## config.mk

```make
export PLATFORM = sky130hd
export DESIGN_NAME = uart_dbg_bridge_flat
export DESIGN_NICKNAME = d
export VERILOG_FILES = /design/src/rtl/uart_dbg_bridge_if.sv /design/src/rtl/uart_dbg_bridge.sv /design/src/flat_wrapper.sv
export SDC_FILE = /design/constraint.sdc
export NUM_CORES = 1
export LEC_CHECK = 0
export CORE_ASPECT_RATIO = 2
export CORE_MARGIN = 5
export CORE_UTILIZATION = 30
export CTS_CLUSTER_SIZE = 40
export DETAILED_ROUTE_END_ITERATION = 16
export PLACE_DENSITY = 0.57
export SLEW_MARGIN = 0
export SYNTH_ARGS = -nofsm -noshare
export SYNTH_HDL_FRONTEND = slang
export SYNTH_SLANG_ARGS = --single-unit
```

## constraint.sdc

```tcl
create_clock -name clk -period 3.8 [get_ports clk]
set_input_delay 0.76 -clock clk [delete_from_list [all_inputs] [get_ports clk]]
set_output_delay 0.76 -clock clk [all_outputs]
set_load 0.02 [all_outputs]
```

## src/rtl/uart_dbg_bridge_if.sv

```systemverilog
// rtl/uart_dbg_bridge_if.sv - 6800-style system bus port bundle for the UART debug bridge
interface uart_dbg_bridge_if;
  logic        bus_req;
  logic        bus_gnt;
  logic [15:0] AD;
  logic [7:0]  DO;
  logic [7:0]  DI;
  logic        rw;
  logic        vma;

  modport master (
    output bus_req, AD, DO, rw, vma,
    input  bus_gnt, DI
  );

  modport slave (
    input  bus_req, AD, DO, rw, vma,
    output bus_gnt, DI
  );
endinterface

```

## src/rtl/uart_dbg_bridge.sv

```systemverilog
// rtl/uart_dbg_bridge.sv - UART command frames to one bus read/write cycle; optional DBG_TIMEOUT_EN
module uart_dbg_bridge #(
  parameter int CLK_FREQ = 4000000,
  parameter int BAUD     = 9600
) (
  input  logic              clk,
  input  logic              b_reset,
  input  logic              rxd,
  output logic              txd,
  output logic              busy,
  uart_dbg_bridge_if.master bus
);

  localparam int BIT_DIV = CLK_FREQ / BAUD;
  localparam int HALF    = BIT_DIV / 2;
  localparam int CW      = $clog2(BIT_DIV + 1);

  localparam logic [CW-1:0] CNT_FULL = CW'(BIT_DIV - 1);
  localparam logic [CW-1:0] CNT_HALF = CW'(HALF - 1);

  localparam logic [7:0] CH_R = 8'h52;
  localparam logic [7:0] CH_W = 8'h57;
  localparam logic [7:0] CH_K = 8'h4B;
  localparam logic [7:0] CH_Q = 8'h3F;

  // ---------------- serial receiver ----------------
  typedef enum logic [1:0] {RX_IDLE, RX_START, RX_DATA, RX_STOP} rx_state_t;

  rx_state_t     rx_state_q;
  logic          rx_meta_q, rx_sync_q, rx_prev_q;
  logic [CW-1:0] rx_cnt_q;
  logic [2:0]    rx_bit_q;
  logic [7:0]    rx_shift_q;
  logic          rx_valid_q;
  logic          rx_ferr_q;

  // Synchronize rxd, find the start edge, sample mid-bit, flag good bytes and framing errors
  always_ff @(posedge clk or negedge b_reset) begin
    if (!b_reset) begin
      rx_state_q <= RX_IDLE;
      rx_meta_q  <= 1'b1;
      rx_sync_q  <= 1'b1;
      rx_prev_q  <= 1'b1;
      rx_cnt_q   <= '0;
      rx_bit_q   <= '0;
      rx_shift_q <= '0;
      rx_valid_q <= 1'b0;
      rx_ferr_q  <= 1'b0;
    end else begin
      rx_meta_q  <= rxd;
      rx_sync_q  <= rx_meta_q;
      rx_prev_q  <= rx_sync_q;
      rx_valid_q <= 1'b0;
      rx_ferr_q  <= 1'b0;
      case (rx_state_q)
        RX_IDLE: begin
          if (rx_prev_q && !rx_sync_q) begin
            rx_state_q <= RX_START;
            rx_cnt_q   <= '0;
          end
        end
        RX_START: begin
          if (rx_cnt_q == CNT_HALF) begin
            rx_cnt_q <= '0;
            rx_bit_q <= '0;
            // a line that is high again at mid-start was only a glitch
            rx_state_q <= rx_sync_q ? RX_IDLE : RX_DATA;
          end else begin
            rx_cnt_q <= rx_cnt_q + CW'(1);
          end
        end
        RX_DATA: begin
          if (rx_cnt_q == CNT_FULL) begin
            rx_cnt_q   <= '0;
            rx_shift_q <= {rx_sync_q, rx_shift_q[7:1]};
            rx_bit_q   <= rx_bit_q + 3'd1;
            if (rx_bit_q == 3'd7) rx_state_q <= RX_STOP;
          end else begin
            rx_cnt_q <= rx_cnt_q + CW'(1);
          end
        end
        RX_STOP: begin
          if (rx_cnt_q == CNT_FULL) begin
            rx_state_q <= RX_IDLE;
            rx_valid_q <= rx_sync_q;
            rx_ferr_q  <= !rx_sync_q;
          end else begin
            rx_cnt_q <= rx_cnt_q + CW'(1);
          end
        end
        default: rx_state_q <= RX_IDLE;
      endcase
    end
  end

  // ---------------- command FSM ----------------
  typedef enum logic [3:0] {
    S_CMD, S_AH, S_AL, S_WD, S_REQ, S_ACC, S_LAT, S_RESP, S_TXW
  } state_t;

  state_t      state_q;
  logic        is_rd_q;
  logic [15:0] addr_q;
  logic [7:0]  wdata_q;
  logic [7:0]  resp_q;
  logic        bus_req_q;
  logic [15:0] ad_q;
  logic [7:0]  do_q;
  logic        rw_q;
  logic        vma_q;
  logic        tx_done;
  logic        in_frame;
  logic        timed_out;

  assign in_frame = (state_q == S_AH) || (state_q == S_AL) || (state_q == S_WD);

`ifdef DBG_TIMEOUT_EN
  logic [16:0] to_q;
  logic        to_run;

  assign to_run    = in_frame || (state_q == S_REQ);
  assign timed_out = to_q[16];

  // Watchdog: restarts on every accepted byte, saturates at 65536 while a frame or grant is pending
  always_ff @(posedge clk or negedge b_reset) begin
    if (!b_reset) begin
      to_q <= '0;
    end else if (!to_run || (in_frame && rx_valid_q)) begin
      to_q <= '0;
    end else if (!to_q[16]) begin
      to_q <= to_q + 17'd1;
    end
  end
`else
  assign timed_out = 1'b0;
`endif

  // Parse the command frame, run one bus cycle under hold, then hand the result to the transmitter
  always_ff @(posedge clk or negedge b_reset) begin
    if (!b_reset) begin
      state_q   <= S_CMD;
      is_rd_q   <= 1'b1;
      addr_q    <= '0;
      wdata_q   <= '0;
      resp_q    <= '0;
      bus_req_q <= 1'b0;
      ad_q      <= '0;
      do_q      <= '0;
      rw_q      <= 1'b1;
      vma_q     <= 1'b0;
    end else begin
      case (state_q)
        S_CMD: begin
          if (rx_valid_q) begin
            if (rx_shift_q == CH_R || rx_shift_q == CH_W) begin
              is_rd_q <= (rx_shift_q == CH_R);
              state_q <= S_AH;
            end else begin
              resp_q  <= CH_Q;
              state_q <= S_RESP;
            end
          end
        end
        S_AH, S_AL, S_WD: begin
          if (rx_ferr_q || timed_out) begin
            state_q <= S_CMD;
          end else if (rx_valid_q) begin
            case (state_q)
              S_AH: begin
                addr_q[15:8] <= rx_shift_q;
                state_q      <= S_AL;
              end
              S_AL: begin
                addr_q[7:0] <= rx_shift_q;
                state_q     <= is_rd_q ? S_REQ : S_WD;
              end
              default: begin
                wdata_q <= rx_shift_q;
                state_q <= S_REQ;
              end
            endcase
          end
        end
        S_REQ: begin
          // grant only counts once our own request is visible to the CPU
          if (bus_req_q && bus.bus_gnt) begin
            vma_q   <= 1'b1;
            ad_q    <= addr_q;
            rw_q    <= is_rd_q;
            do_q    <= is_rd_q ? do_q : wdata_q;
            state_q <= S_ACC;
          end else if (timed_out) begin
            bus_req_q <= 1'b0;
            resp_q    <= CH_Q;
            state_q   <= S_RESP;
          end else begin
            bus_req_q <= 1'b1;
          end
        end
        S_ACC: state_q <= S_LAT;
        S_LAT: begin
          // responders answer one clock after the address, so DI is valid now
          resp_q    <= is_rd_q ? bus.DI : CH_K;
          vma_q     <= 1'b0;
          rw_q      <= 1'b1;
          bus_req_q <= 1'b0;
          state_q   <= S_RESP;
        end
        S_RESP: state_q <= S_TXW;
        S_TXW: begin
          if (tx_done) state_q <= S_CMD;
        end
        default: state_q <= S_CMD;
      endcase
    end
  end

  // ---------------- serial transmitter ----------------
  logic          tx_active_q;
  logic [8:0]    tx_shift_q;
  logic [CW-1:0] tx_cnt_q;
  logic [3:0]    tx_bit_q;
  logic          txd_q;

  assign tx_done = tx_active_q && (tx_bit_q == 4'd9) && (tx_cnt_q == CNT_FULL);

  // Shift out start, eight data bits LSB first and stop; loads the response while in RESP
  always_ff @(posedge clk or negedge b_reset) begin
    if (!b_reset) begin
      tx_active_q <= 1'b0;
      tx_shift_q  <= '1;
      tx_cnt_q    <= '0;
      tx_bit_q    <= '0;
      txd_q       <= 1'b1;
    end else if (!tx_active_q) begin
      txd_q <= 1'b1;
      if (state_q == S_RESP) begin
        tx_active_q <= 1'b1;
        tx_shift_q  <= {1'b1, resp_q};
        tx_cnt_q    <= '0;
        tx_bit_q    <= '0;
        txd_q       <= 1'b0;
      end
    end else if (tx_cnt_q == CNT_FULL) begin
      tx_cnt_q <= '0;
      if (tx_bit_q == 4'd9) begin
        tx_active_q <= 1'b0;
        txd_q       <= 1'b1;
      end else begin
        txd_q      <= tx_shift_q[0];
        tx_shift_q <= {1'b1, tx_shift_q[8:1]};
        tx_bit_q   <= tx_bit_q + 4'd1;
      end
    end else begin
      tx_cnt_q <= tx_cnt_q + CW'(1);
    end
  end

  assign txd         = txd_q;
  assign busy        = (state_q != S_CMD);
  assign bus.bus_req = bus_req_q;
  assign bus.AD      = ad_q;
  assign bus.DO      = do_q;
  assign bus.rw      = rw_q;
  assign bus.vma     = vma_q;

endmodule

```

## src/flat_wrapper.sv

```systemverilog
// flat-port wrapper written by rule: the top's interface ports become plain ports
module uart_dbg_bridge_flat 
#(
  parameter int CLK_FREQ = 4000000,
  parameter int BAUD     = 9600
)
  (clk, b_reset, rxd, txd, busy, bus_bus_req, bus_AD, bus_DO, bus_rw, bus_vma, bus_bus_gnt, bus_DI);
  uart_dbg_bridge_if bus_i ();
  input  logic clk;
  input  logic b_reset;
  input  logic rxd;
  output logic txd;
  output logic busy;
  output wire logic [$bits(bus_i.bus_req)-1:0] bus_bus_req;
  output wire logic [$bits(bus_i.AD)-1:0] bus_AD;
  output wire logic [$bits(bus_i.DO)-1:0] bus_DO;
  output wire logic [$bits(bus_i.rw)-1:0] bus_rw;
  output wire logic [$bits(bus_i.vma)-1:0] bus_vma;
  input wire logic [$bits(bus_i.bus_gnt)-1:0] bus_bus_gnt;
  input wire logic [$bits(bus_i.DI)-1:0] bus_DI;
  assign bus_bus_req = bus_i.bus_req;
  assign bus_AD = bus_i.AD;
  assign bus_DO = bus_i.DO;
  assign bus_rw = bus_i.rw;
  assign bus_vma = bus_i.vma;
  assign bus_i.bus_gnt = bus_bus_gnt;
  assign bus_i.DI = bus_DI;
  uart_dbg_bridge #(.CLK_FREQ(CLK_FREQ), .BAUD(BAUD)) u_core (.clk(clk), .b_reset(b_reset), .rxd(rxd), .txd(txd), .busy(busy), .bus(bus_i));
endmodule
```

==> impl_results.md <==
- Delay-heaviest family, CP: simple AND/OR/NAND/NOR gates
- Setup violators final: 0
- CTS resizes: 0
- Synth area leader: dfrtp_1
- Unrepaired setup endpoints after global routing: false
- Number of synthesized register bits: roughly 110
- Max cap viols: 0
- Worst Setup Start Kind: register
- Maximum fanout along the worst path: 17
- RR Startpoint: u_core.rx_cnt_q[0]
- Setup crit end: busy
- Fin crit share: a little over four fifths
- Die Wd: approximately 100 um
- Post-Route WL: 12100 um
- Synth warn: 0
- Gpl congestion: 0.831
- WP buf/inv: 2
- CP Capture Type: primary output
- Fmax: ~0.31 GHz
- Reg2reg end: u_core.rx_cnt_q[4]
- Post-Syn Instances: roughly 440
- Clk_lat worst skew: between 0.4 and 0.5 ns
- Syn Area/Cell: between 10 and 15 um^2
- Slew Viols, Final: 0
- Area grow syn2layout: 22.3%
- ANT cells: 0
- Max incr delay on CP: 0.80 ns
- Die Y: 197 um
- Layout net count: 500
- Hold-fix buffers at CTS: 0
- Distinct cells, synth: 65
- Ranking of synthesized cells by area: dfrtp_1 (48%), mux2_2 (14%), dfstp_2 (7.0%)
- WP data arrival: 2.43 ns
- Initial DRC count: about 150
- Largest net degree at the start of global routing: between 60 and 70
- Rel. slew slack: between 40% and 50%
- Num CTS Buffers: 17
- Hold crit path type: reg2reg
- Vias per cell: between 5 and 6
- Post-Syn Area: ~0.0053 mm^2
- Crit-path slowest cell: nor4_1
- Min cycle time layout: approximately 3.2 ns
- HPWL Detailed: 8490 um
- Flop2flop setup slack: ~1.5 ns
- Htree depth: 4
- DRC Markers: 0
- First-pass GRT wire length: ~20000 um
- Post-synth EDFFs: 0
- # port buffers: 40
- VDD IR max: 0.233 mV
- Final Total Pwr: between 2 and 3 mW
- Wire per inst: approximately 17 um
- Final Hold Viols: 0
- R2R depth: 5
- Layout cells sized above 1: between 20 and 30%
- Setup Buffers After CTS: 0
- Stages on worst setup path: 3
- CTS tree: done
- Die ar.: 0.0204 mm^2
- Post-synthesis sequential area ratio: between 50 and 60%
- Pleak: 2.87 nW
- Worst setup path start: u_core.state_q[1]
- Skew final: about 0.014 ns
- Std-Cell Rows: a little under 70
- Least-Margin Pin Slew: 0.859 ns
- Status: complete, no violations
- P per Cell Area: between 400 and 500 mW/mm^2
- Global route total overflow: 0
- DR vias: around 3600
- Vias in the first global route: ~3800
- Top-area cell type share of the netlist area: approximately 48%
- Critical-path cell list: nor4_1 -> inv_1 -> clkdlybuf4s50_1
- CTS Buffer Depth: 2
- Synth async-reset ratio: 100%
- CP Class: reg2out
- WP data required: around 3.0 ns
- Syn_nets: 454
- Clock root buffer: clkbuf_16
- Core area: 0.0173 mm^2
- Antenna Violating Nets Remaining: 0
- # clock sinks: around 110
- Top Ports: 41
- Synth Flop Type: dfrtp_1
- Clock transition at path regs: roughly 0.060 ns
- Initial antenna violation count: 0
- Setup TNS: 0 ns
- Initial core utilization: 30.5%
- Drt pass-1 iters: 5
- GRT Overall Usage: 12.1%
==> placed cells by master, fill, tap and decap left out, drive strengths merged, types with 5 or more instances in the layout <==
cell | synthesis | layout
and3 | 6 | 6
mux2i | 7 | 7
buf | 12 | 5
a31oi | 5 | 5
o211ai | 8 | 8
nand2b | 6 | 6
inv | 14 | 14
dfrtp | 100 | 100
nor3 | 6 | 6
and2 | 5 | 5
o21ai | 34 | 34
nand2 | 36 | 36
nand3 | 17 | 17
mux2 | 67 | 67
clkbuf | 5 | 22
ha | 6 | 6
nor2 | 12 | 12
clkdlybuf4s50 | 0 | 39
a21oi | 12 | 12
dfstp | 14 | 14
clkinv | 1 | 6
==> power breakdown <==
group / internal (mW) / switching (mW) / leakage, nW
logic: 0.0610 / 0.0845 / 1.07
clock network: 0.994 / 0.548 / 0.276
registers: 1.25 / 0.0521 / 1.52
==> synthesized netlist by cell type, types with 6 or more instances <==
cell / n
dfrtp_1: 100
nand3_1: 17
mux2i_1: 7
a21oi_1: 12
inv_1: 14
o211ai_1: 8
mux2_2: 66
nor2_1: 12
o21ai_0: 33
dfstp_2: 14
nand2_1: 36
ha_1: 6
nand2b_1: 6
==> sequential cells by signal (all words and copies together) (netlist names), 3 cells and up, named ones only <==
signal / cells
u_core.tx_cnt_q: 9
u_core.rx_bit_q: 3
u_core.wdata_q: 8
u_core.tx_shift_q: 8
u_core.rx_cnt_q: 9
u_core.state_q: 4
u_core.resp_q: 8
u_core.rx_shift_q: 8
u_core.bus.DO: 8
u_core.addr_q: 16
u_core.bus.AD: 16
u_core.tx_bit_q: 4
==> metrics by stage <==
step | utilization, % | setup slack [ns] | instances | area (um^2) | hold WS [ns]
floorplan | - | 1.84 | 436 | 5260 | 0.345
global placement | 33.9 | 1.10 | 673 | 5860 | 0.347
detailed placement | 33.9 | 1.08 | 673 | 5860 | 0.348
CTS | 37.2 | 0.628 | 705 | 6430 | 0.356
global route | 37.2 | 0.483 | 705 | 6430 | 0.357
finish | 37.2 | 0.608 | 705 | 6430 | 0.355
==> worst min-delay path by stage <==
stage	start	to	slack [ns]	cells past startpoint
after floorplan	u_core.rx_meta_q	u_core.rx_sync_q	0.35	0
after global placement	u_core.rx_meta_q	u_core.rx_sync_q	0.35	0
after detailed placement	u_core.rx_meta_q	u_core.rx_sync_q	0.35	0
after CTS	u_core.rx_meta_q	u_core.rx_sync_q	0.36	0
after global routing	u_core.rx_meta_q	u_core.rx_sync_q	0.36	0
final	u_core.rx_meta_q	u_core.rx_sync_q	0.36	0
==> cells by family after synthesis <==
logic type      after synthesis  share of synthesized area, %
xor+xnor                      4                         0.666
mux                          74                          15.7
fa+ha+maj                     6                          1.43
buf+inv                      32                          3.12
compound gates               85                          10.4
simple gates                121                          14.1
flops                       114                          54.6
==> cell type report <==
cell class / instances / area (um^2)
fill: 1683 / 10800
sequential: 114 / 2870
multi-input combinational: 290 / 2230
clock buffer: 22 / 464
timing repair buffer: 44 / 440
tap: 210 / 263
clock inverter: 10 / 111
inverter: 15 / 56.3
==> per-layer routing <==
metal | track usage, % | wire length, um | up-vias
met5 | 0 | 0 | -
met4 | 5.21 | 253 | 0
met3 | 3.47 | 398 | 21
met2 | 23.1 | 6930 | 51
met1 | 12.0 | 4470 | 1799
li1 | - | - | 1682
Note: power is estimated with default switching activity, not from simulation.
